==> config.mk <==
export PLATFORM = sky130hd
export DESIGN_NAME = imm_gen_pipe_flat
export DESIGN_NICKNAME = d
export VERILOG_FILES = /design/src/rtl/imm_pkg.sv /design/src/rtl/imm_gen_pipe_if.sv /design/src/rtl/imm_extract.sv /design/src/rtl/imm_gen_pipe.sv /design/src/flat_wrapper.sv
export SDC_FILE = /design/constraint.sdc
export NUM_CORES = 1
export LEC_CHECK = 0
export BUFFER_PORTS_ARGS = -buffer_cell sky130_fd_sc_hd__clkbuf_2
export CORE_ASPECT_RATIO = 1.2
export CORE_MARGIN = 10
export CORE_UTILIZATION = 30
export DETAILED_ROUTE_END_ITERATION = 10
export PLACE_DENSITY_LB_ADDON = 0.25
export SLEW_MARGIN = 20
export SYNTH_ARGS = -nofsm -noshare
export SYNTH_HDL_FRONTEND = slang
export SYNTH_HIERARCHICAL = 1
export SYNTH_SLANG_ARGS = --single-unit
==> constraint.sdc <==
create_clock -name clk -period 2.5 [get_ports clk]
set_input_delay 0.5 -clock clk [delete_from_list [all_inputs] [get_ports clk]]
set_output_delay 0.5 -clock clk [all_outputs]
set_load 0.01 [all_outputs]
==> src/rtl/imm_pkg.sv <==
// Shared constants for the immediate generator: format select bits,
// FSM state encoding and the XLEN legality check.
package imm_pkg;

    localparam int unsigned INST_W = 32;
    localparam int unsigned FMT_W  = 5;

    localparam int unsigned FMT_I = 0;
    localparam int unsigned FMT_S = 1;
    localparam int unsigned FMT_B = 2;
    localparam int unsigned FMT_U = 3;
    localparam int unsigned FMT_J = 4;

    localparam logic [1:0] ST_EMPTY = 2'd0;
    localparam logic [1:0] ST_ONE   = 2'd1;
    localparam logic [1:0] ST_TWO   = 2'd2;

    localparam int unsigned XLEN_MIN = 32;
    localparam int unsigned XLEN_MAX = 64;

    function automatic bit xlen_legal(input int unsigned xlen);
        return (xlen == XLEN_MIN) || (xlen == XLEN_MAX);
    endfunction

endpackage

==> src/rtl/imm_gen_pipe_if.sv <==
// Decode-side and execute-side handshake bundle of the immediate generator.
interface imm_gen_pipe_if
    import imm_pkg::*;
#(
    parameter int unsigned XLEN = 32
);
    logic              in_valid;
    logic              in_ready;
    logic [INST_W-1:0] instruction;
    logic [XLEN-1:0]   pc;
    logic              illegal;
    logic [FMT_W-1:0]  fmt;
    logic              out_valid;
    logic              out_ready;
    logic [XLEN-1:0]   imm;
    logic [XLEN-1:0]   pc_rel;
    logic              imm_err;

    modport master (
        output in_valid, instruction, pc, illegal, fmt, out_ready,
        input  in_ready, out_valid, imm, pc_rel, imm_err
    );

    modport slave (
        input  in_valid, instruction, pc, illegal, fmt, out_ready,
        output in_ready, out_valid, imm, pc_rel, imm_err
    );
endinterface

==> src/rtl/imm_extract.sv <==
// Combinational I/S/B/U/J immediate extraction with sign extension and
// the PC-relative target sum.
module imm_extract
    import imm_pkg::*;
#(
    parameter int unsigned XLEN = 32
) (
    input  logic [INST_W-1:0] instruction,
    input  logic [XLEN-1:0]   pc,
    input  logic              illegal,
    input  logic [FMT_W-1:0]  fmt,
    output logic [XLEN-1:0]   imm,
    output logic [XLEN-1:0]   pc_rel,
    output logic              imm_err
);
    logic [31:0]     i32, s32, b32, u32, j32;
    logic [XLEN-1:0] sel;
    logic            bad;
    logic            unused_opcode;

    function automatic logic [XLEN-1:0] sext(input logic [31:0] v);
        return XLEN'($signed(v));
    endfunction

    assign i32 = {{20{instruction[31]}}, instruction[31:20]};
    assign s32 = {{20{instruction[31]}}, instruction[31:25], instruction[11:7]};
    assign b32 = {{20{instruction[31]}}, instruction[7], instruction[30:25],
                  instruction[11:8], 1'b0};
    assign u32 = {instruction[31:12], 12'b0};
    assign j32 = {{12{instruction[31]}}, instruction[19:12], instruction[20],
                  instruction[30:21], 1'b0};

    // fmt is one-hot whenever the result is used, so an AND-OR mux suffices
    assign sel = ({XLEN{fmt[FMT_I]}} & sext(i32))
               | ({XLEN{fmt[FMT_S]}} & sext(s32))
               | ({XLEN{fmt[FMT_B]}} & sext(b32))
               | ({XLEN{fmt[FMT_U]}} & sext(u32))
               | ({XLEN{fmt[FMT_J]}} & sext(j32));

    assign bad     = illegal || !$onehot(fmt);
    assign imm     = bad ? '0 : sel;
    assign pc_rel  = pc + imm;
    assign imm_err = bad;

    assign unused_opcode = ^instruction[6:0];
endmodule

==> src/rtl/imm_gen_pipe.sv <==
// Pipelined immediate generator: extraction stage feeding an output
// register plus one skid entry, or a pure pass-through when REG_OUT=0.
module imm_gen_pipe
    import imm_pkg::*;
#(
    parameter int unsigned XLEN    = 32,
    parameter bit          REG_OUT = 1'b1
) (
    input  logic          clk,
    input  logic          rst_n,
    input  logic          flush,
    imm_gen_pipe_if.slave bus
);
    typedef struct packed {
        logic [XLEN-1:0] imm;
        logic [XLEN-1:0] pc_rel;
        logic            err;
    } beat_t;

    if (!xlen_legal(XLEN)) begin : g_bad_xlen
        $error("imm_gen_pipe: XLEN must be 32 or 64");
    end

    logic [XLEN-1:0] x_imm;
    logic [XLEN-1:0] x_pc_rel;
    logic            x_err;
    beat_t           cur;

    imm_extract #(.XLEN(XLEN)) u_extract (
        .instruction (bus.instruction),
        .pc          (bus.pc),
        .illegal     (bus.illegal),
        .fmt         (bus.fmt),
        .imm         (x_imm),
        .pc_rel      (x_pc_rel),
        .imm_err     (x_err)
    );

    assign cur = '{imm: x_imm, pc_rel: x_pc_rel, err: x_err};

    if (REG_OUT) begin : g_reg
        logic [1:0] state, state_n;
        beat_t      out_q, skid_q;
        logic       in_acc, out_acc;
        logic       load_out, load_skid, skid_to_out;

        assign in_acc  = bus.in_valid && (state != ST_TWO);
        assign out_acc = (state != ST_EMPTY) && bus.out_ready;

        always_ff @(posedge clk or negedge rst_n) begin
            if (!rst_n) state <= ST_EMPTY;
            else        state <= state_n;
        end

        // Occupancy transitions; flush overrides every other event
        always_comb begin
            state_n     = state;
            load_out    = 1'b0;
            load_skid   = 1'b0;
            skid_to_out = 1'b0;
            if (flush) begin
                state_n = ST_EMPTY;
            end else begin
                case (state)
                    ST_EMPTY: if (in_acc) begin
                        state_n  = ST_ONE;
                        load_out = 1'b1;
                    end
                    ST_ONE: begin
                        if (in_acc && out_acc) begin
                            load_out = 1'b1;
                        end else if (in_acc) begin
                            state_n   = ST_TWO;
                            load_skid = 1'b1;
                        end else if (out_acc) begin
                            state_n = ST_EMPTY;
                        end
                    end
                    ST_TWO: if (out_acc) begin
                        state_n     = ST_ONE;
                        skid_to_out = 1'b1;
                    end
                    default: state_n = ST_EMPTY;
                endcase
            end
        end

        always_ff @(posedge clk or negedge rst_n) begin
            if (!rst_n) begin
                out_q  <= '0;
                skid_q <= '0;
            end else begin
                if (load_out)         out_q <= cur;
                else if (skid_to_out) out_q <= skid_q;
                if (flush)            skid_q <= '0;
                else if (load_skid)   skid_q <= cur;
            end
        end

        assign bus.in_ready  = (state != ST_TWO);
        assign bus.out_valid = (state != ST_EMPTY);
        assign bus.imm       = out_q.imm;
        assign bus.pc_rel    = out_q.pc_rel;
        assign bus.imm_err   = out_q.err;
    end else begin : g_comb
        logic unused_ctl;

        assign bus.in_ready  = bus.out_ready;
        assign bus.out_valid = bus.in_valid;
        assign bus.imm       = cur.imm;
        assign bus.pc_rel    = cur.pc_rel;
        assign bus.imm_err   = cur.err;
        assign unused_ctl    = ^{clk, rst_n, flush};
    end
endmodule
==> src/flat_wrapper.sv <==
// flat-port wrapper written by rule: the top's interface ports become plain ports
module imm_gen_pipe_flat import imm_pkg::*;
#(
    parameter int unsigned XLEN    = 32,
    parameter bit          REG_OUT = 1'b1
)
  (clk, rst_n, flush, bus_in_valid, bus_instruction, bus_pc, bus_illegal, bus_fmt, bus_out_ready, bus_in_ready, bus_out_valid, bus_imm, bus_pc_rel, bus_imm_err);
  imm_gen_pipe_if #(.XLEN(XLEN)) bus_i ();
  input  logic clk;
  input  logic rst_n;
  input  logic flush;
  input wire logic [$bits(bus_i.in_valid)-1:0] bus_in_valid;
  input wire logic [$bits(bus_i.instruction)-1:0] bus_instruction;
  input wire logic [$bits(bus_i.pc)-1:0] bus_pc;
  input wire logic [$bits(bus_i.illegal)-1:0] bus_illegal;
  input wire logic [$bits(bus_i.fmt)-1:0] bus_fmt;
  input wire logic [$bits(bus_i.out_ready)-1:0] bus_out_ready;
  output wire logic [$bits(bus_i.in_ready)-1:0] bus_in_ready;
  output wire logic [$bits(bus_i.out_valid)-1:0] bus_out_valid;
  output wire logic [$bits(bus_i.imm)-1:0] bus_imm;
  output wire logic [$bits(bus_i.pc_rel)-1:0] bus_pc_rel;
  output wire logic [$bits(bus_i.imm_err)-1:0] bus_imm_err;
  assign bus_i.in_valid = bus_in_valid;
  assign bus_i.instruction = bus_instruction;
  assign bus_i.pc = bus_pc;
  assign bus_i.illegal = bus_illegal;
  assign bus_i.fmt = bus_fmt;
  assign bus_i.out_ready = bus_out_ready;
  assign bus_in_ready = bus_i.in_ready;
  assign bus_out_valid = bus_i.out_valid;
  assign bus_imm = bus_i.imm;
  assign bus_pc_rel = bus_i.pc_rel;
  assign bus_imm_err = bus_i.imm_err;
  imm_gen_pipe #(.XLEN(XLEN), .REG_OUT(REG_OUT)) u_core (.clk(clk), .rst_n(rst_n), .flush(flush), .bus(bus_i));
endmodule
---- Word-level counts from Yosys, hierarchy flattened ----
Cells that the tools add are included.
Widths: inputs -> output; s select.
storage, ports and cells
  register bits after elaboration ......... 132
  bits in latches ......................... 0
  memory bits (writable) .................. 0
  memory bits (read-only) ................. 0
  output and inout bits ................... 67
  logic and storage cells ................. 61
  memories ................................ 0
cells by class
  add/subtract/negate cells ............... 5
  $mul .................................... 0
  div/mod/pow operators ................... 0
  magnitude comparators ................... 0
  eq/ne operators ......................... 8
  shifts and indexed selects .............. 0
  muxes and demuxes ....................... 22
  bitwise operators ....................... 9
  reductions and logical operators ........ 10
operator list
  kind                count
  $mux 65             4
  $and 32x32->32      5
  $or 32x32->32       4
  $add 32x32->32      1
  $mux 32             1
  $mux 2              6
  $mux 1              9
  $ne 3x2->1 const B  2
  $pmux 2 s3          1
  $reduce_bool 2->1   3
  $add 1x1->2         2
  $ne 4x2->1 const B  1
  $reduce_and 4->1    1
  $add 2x2->3         1
  $add 3x1->3         1
  $eq 3x1->1 const B  1
  $logic_and 1x1->1   3
  $ne 3x3->1 const B  1
  $eq 2x1->1 const B  1
  $eq 2x2->1 const B  1
  $logic_not 2->1     1
  $ne 2x2->1 const B  1
  $pmux 1 s2          1
  $logic_not 1->1     1
  $logic_or 1x1->1    1

---- Logic depth before layout (Yosys ltp) ----
  depth in word-level cells ............... 10
  mapped depth ............................ 21
  mapped depth without buffers ............ 19

---- Modules after synthesis ----
The synthesis kept the hierarchy.
modules (own cells, without submodules)
  module        times used  cells each  area each (µm²)  seq. area each (µm²)
  imm_gen_pipe  1           381         5,247.5          3,303.2
  imm_extract   1           306         2,020.7          0.0

---- Worst setup path after synthesis ----
No wires, ideal clock.
  path type ............................... input port to flip-flop
  start point ............................. input bus_fmt[0]
  end point ............................... register u_core.g_reg.out_q (netlist bit u_core/bus.pc_rel[18])
  arrival time ............................ 5.299 ns
  required time ........................... 2.374 ns
  slack ................................... -2.925 ns
  stages on the path ...................... 21
  cell sequence ........................... inv_1 > fa_1 > fa_1 > inv_1 > ha_1 > or4_1 > clkbuf_1 > buf_1 > nor2_1 > ha_1 > inv_1 > fa_1 > nor2b_1 > o2111ai_1 > a2111oi_1 > o31a_1 > o21a_1 > nor2_2 > mux2i_1 > a2111o_1 > a221o_1
on the way
  cells in the longest elaborated chain, start to end .. 9
  elaborated cells between the ends (all ways) .. 14
  classes of those cells .................. add/sub (4); eq/ne (1); mux (2); bitwise (5); reduce/logical (2)
RTL lines
  what                               RTL line            source
  from (decl)                        flat_wrapper.sv:16  input wire logic [$bits(bus_i.fmt)-1:0] bus_fmt;
  $add 1x1->2 (not written as such)  imm_extract.sv:40   assign bad = illegal || !$onehot(fmt);
  $add 2x2->3 (not written as such)  imm_extract.sv:40
  $add 3x1->3 (not written as such)  imm_extract.sv:40
  $eq 3x1->1                         imm_extract.sv:40
  $logic_not 1->1                    imm_extract.sv:40
  $logic_or 1x1->1                   imm_extract.sv:40
  via u_core.x_err                   imm_gen_pipe.sv:26  logic x_err;
  $mux 32                            imm_extract.sv:41   assign imm = bad ? '0 : sel;
  via u_core.x_imm[0]                imm_gen_pipe.sv:24  logic [XLEN-1:0] x_imm;
  $add 32x32->32                     imm_extract.sv:42   assign pc_rel = pc + imm;
  via u_core.x_pc_rel[18]            imm_gen_pipe.sv:25  logic [XLEN-1:0] x_pc_rel;
  $mux 65                            imm_gen_pipe.sv:93  if (load_out) out_q <= cur;
  to (signal assigned)               imm_gen_pipe.sv:93
  to (signal assigned)               imm_gen_pipe.sv:94  else if (skid_to_out) out_q <= skid_q;
  to (decl)                          imm_gen_pipe.sv:43  beat_t out_q, skid_q;
The timed path passes the listed nets, and every way through them passes these cells.
A chain may end at the register's enable or synchronous reset.

---- Worst setup path in the final report ----
  start point ............................. input bus_fmt[3]
  end point ............................... register u_core.g_reg.out_q (netlist bit u_core/bus.pc_rel[18])
The elaborated chain is that of the path after synthesis.

==> summary.txt <==
Setup path
  – Critical path class: primary input to flip-flop
  – Crit-path cells: clkbuf_16, inv_8, fa_1, fa_2, inv_2, ha_4, or4_4, nor2_4, ha_4, inv_2, fa_2, nor2b_4, o2111ai_4, a2111oi_4, o31a_1, o21a_1, nor2_2, mux2i_1, a2111o_1, a221o_1
  – Worst path max stage delay: about 470 ps
  – WP buf/inv: 4
  – Reg2reg path depth: 4
  – CP delay by family, top: compound AO/OA/AOI/OAI gates
  – Arrival time at the worst endpoint: roughly 5000 ps
  – Crit Path Max Fanout: 3
  – RR Endpoint: u_core/bus.imm[21]
  – R2R setup slack: roughly 800 ps
  – Worst path required time: approximately 2800 ps
  – CP startpoint kind: primary input
  – Worst Setup End Kind: flip-flop
  – Critical R2R Launch: u_core/g_reg.state[0]
  – Slowest CP cell: fa_1

Place
  – Placed wire-length estimate: 18,220 microns
  – RePlAce Congestion: 0.8862
  – Buffers on Ports: roughly 130
  – Placed insts: 1,261
  – Pre-CTS setup slack: -2706 ps
  – Post-place instance area: about 9600 sq um

Routing
  – Vias: 6,887
  – Initial DRC count: between 400 and 500
  – Vias per std cell: 5.178
  – Residual DRC count: 0
  – Drt pass-1 iters: 5
  – Wirelength per Cell: around 20 microns
  – Routed wire length: 26,790 microns
  – ANT nets after route: 0

Timing
  – Slew HR: 0.6556
  – Final setup fails: 120
  – Final worst path period share: 1.823
  – Max-slew violations: 0
  – Least-Margin Pin Slew: around 520 ps
  – Final WS setup: -2058 ps
  – Max Clk Rate: roughly 220 MHz
  – Fin. Hold Viols: 0
  – Tmin final: 4558 ps
  – Skew final: approximately 7.4 ps
  – RSZ-0062 raised after global routing: yes
  – Hold_ws: between 20 and 25 ps

Floorplan
  – Core Area: about 24,000 sq um
  – Die Wd: 162.1 microns
  – Initial Util: 0.3042
  – Die Ht: 190.5 microns
  – Io pins: between 100 and 150
  – Die footprint: just over 30,000 sq um
  – Cell Rows: between 60 and 70

Logic synthesis
  – Synth unique cells: between 60 and 70
  – Top cell type's share of synthesized area: 0.4545
  – Syn Inst Count: between 600 and 700
  – Count leader, synth: dfrtp_1
  – Syn Area/Cell: around 11 sq um
  – Most common library cells after synthesis: dfrtp_1, a22o_1, a221o_1
  – Most area-consuming cells after synthesis: dfrtp_1, a221o_1, a22o_1, ha_1, and2_0
  – Synthesized net count: between 700 and 800
  – Mapped Area: slightly above 7000 sq um
  – Sequential share of the synthesized area: 0.4545
  – Yosys reg bits: between 100 and 150
  – Top FF cell, synth: dfrtp_1
  – Post-synth EDFFs: 0
  – Area leader, netlist: dfrtp_1
  – FFs w/ async S/R, synth: 1.000
  – YS warnings: 6

Clock network
  – Clock tree buffer depth: 2
  – CTS HTree Levels: 4
  – Post-cts hold buffer count: 0
  – Clk root buf: clkbuf_16
  – TritonCTS clock tree: done
  – Clk sinks: ~130
  – Clock Latency Late Sink: about 430 ps
  – Clk slew on worst S/H paths: roughly 60 ps
  – Total CTS buffers: 17

Power and ir drop
  – VDD IR-drop max: ~0.43 mV
  – Tot Pwr: ~0.007 W
  – Internal power: 0.004868 W
  – Switching part of the total power: 0.3065
  – Clock Power Share: 0.348
  – Leakage power: 5.578 nW
  – Share of power burned in registers: 0.351
  – Pwr Density: roughly 600 nW/um^2
  – P_sw: roughly 0.0022 W
  – Gate power share: 0.301

Global route
  – First-pass GRT wire length: 40,910 microns
  – Vias in the first global route: 7,249
  – Congestion Overflow GR: 0
  – Largest net degree at the start of global routing: 66
  – Initial antenna violation count: 2
  – All-layer global routing usage: 0.1684

Finish
  – Final nets: 1,106
  – Non-Filler Instances: around 1,300
  – Layout area overhead: 61.39%
  – Layout cell share with drive strength beyond 1: 0.5173
  – Fin area: between 10,000 and 15,000 sq um

Status
  – Status: complete, but fails checks
  – Violated checks: negative setup slack

Run
  – Max Cap Violations: 0

Min path
  – Hold Crit Class: primary input to async pin
[kinds of logic (layout without fill, tap and decap cells)]
logic type,count (synthesis),in the layout,share of synthesized area
and+or+nand+nor,176,176,0.1336
DFF,132,132,0.4545
adders and majority gates,35,35,0.06335
xor gates and xnor gates,26,26,0.03133
muxes,3,3,0.004476
AOI/OAI and AO/OA,254,254,0.2758
buffers and inverters,61,383,0.03701
other,0,1,0
[layout by cell type (no fill, tap or decap), drive strengths merged, types with 32 or more instances in the layout]
master	n
nand2	35
a22o	65
a221o	64
ha	32
clkbuf	158
buf	200
dfrtp	132
a21oi	53
and2	72
[worst reg2reg max path, delay by kind of cell (launching register included)]
family                 cells  cell delay [ps]
AOI/OAI and AO/OA          1              290
buffers and inverters      1              460
DFF                        1              450
and+or+nand+nor            2              430
[metal layers]
metal  track usage  vias up  wire, microns
met4       0.06097        4            461
met3       0.04644       29           1449
li1              -     3224              -
met5             0        -             27
met2        0.2685      178          12980
met1        0.2137     3452          11870
[stage by stage]
stage	TNS, ps	utilization
after floorplan	-118920	-
after global placement	-181150	0.4006
after detailed placement	-190330	0.4006
after CTS	-107680	0.4529
after global routing	-118690	0.4908
final	-109760	0.4909
[cell type report]
cell class / count / area, sq um
Clock buffer: 25 / 495.5
Timing Repair Buffer: 333 / 2531
Clock inverter: 7 / 72.57
Fill cell: 2169 / 12160
Antenna cell: 1 / 2.502
Sequential cell: 132 / 3303
Inverter: 18 / 77.57
Multi-Input combinational cell: 494 / 4847
Tap cell: 320 / 400.4
[state kept, by name, indices dropped and copies added (netlist names)]
name and cells:
u_core/bus.imm_err 1, u_core/g_reg.skid_q 65, u_core/bus.pc_rel 32, u_core/g_reg.state 2
u_core/bus.imm 32
[how the worst max path moves through the flow]
stage / start / to / slack [ps] / cells after the start
floorplan: bus_fmt[3] / u_core/bus.pc_rel[18] / -2320 / 19
global placement: bus_fmt[3] / u_core/bus.pc_rel[18] / -2580 / 20
detailed placement: bus_fmt[3] / u_core/bus.pc_rel[26] / -2710 / 20
CTS: bus_fmt[3] / u_core/bus.pc_rel[18] / -1970 / 20
global route: bus_fmt[3] / u_core/bus.pc_rel[18] / -2160 / 20
finish: bus_fmt[3] / u_core/bus.pc_rel[18] / -2060 / 20
[power groups by stage]
| stage | registers, W | clock network, W | logic, W |
|---|---|---|---|
| after floorplan | 0.00255 | 0 | 0.000735 |
| after global placement | 0.00250 | 0 | 0.00163 |
| after detailed placement | 0.00250 | 0 | 0.00164 |
| after CTS | 0.00247 | 0.00248 | 0.00183 |
| after global routing | 0.00249 | 0.00258 | 0.00228 |
| final | 0.00246 | 0.00244 | 0.00211 |
[what timing repair did]
item,4_1_cts,5_1_grt
cloned,0,1
buffers inserted,22,26
gates resized for setup,106,154
pin swaps,47,97
endpoints found under the setup margin,128,126
Power figures use the tool's default switching activity.
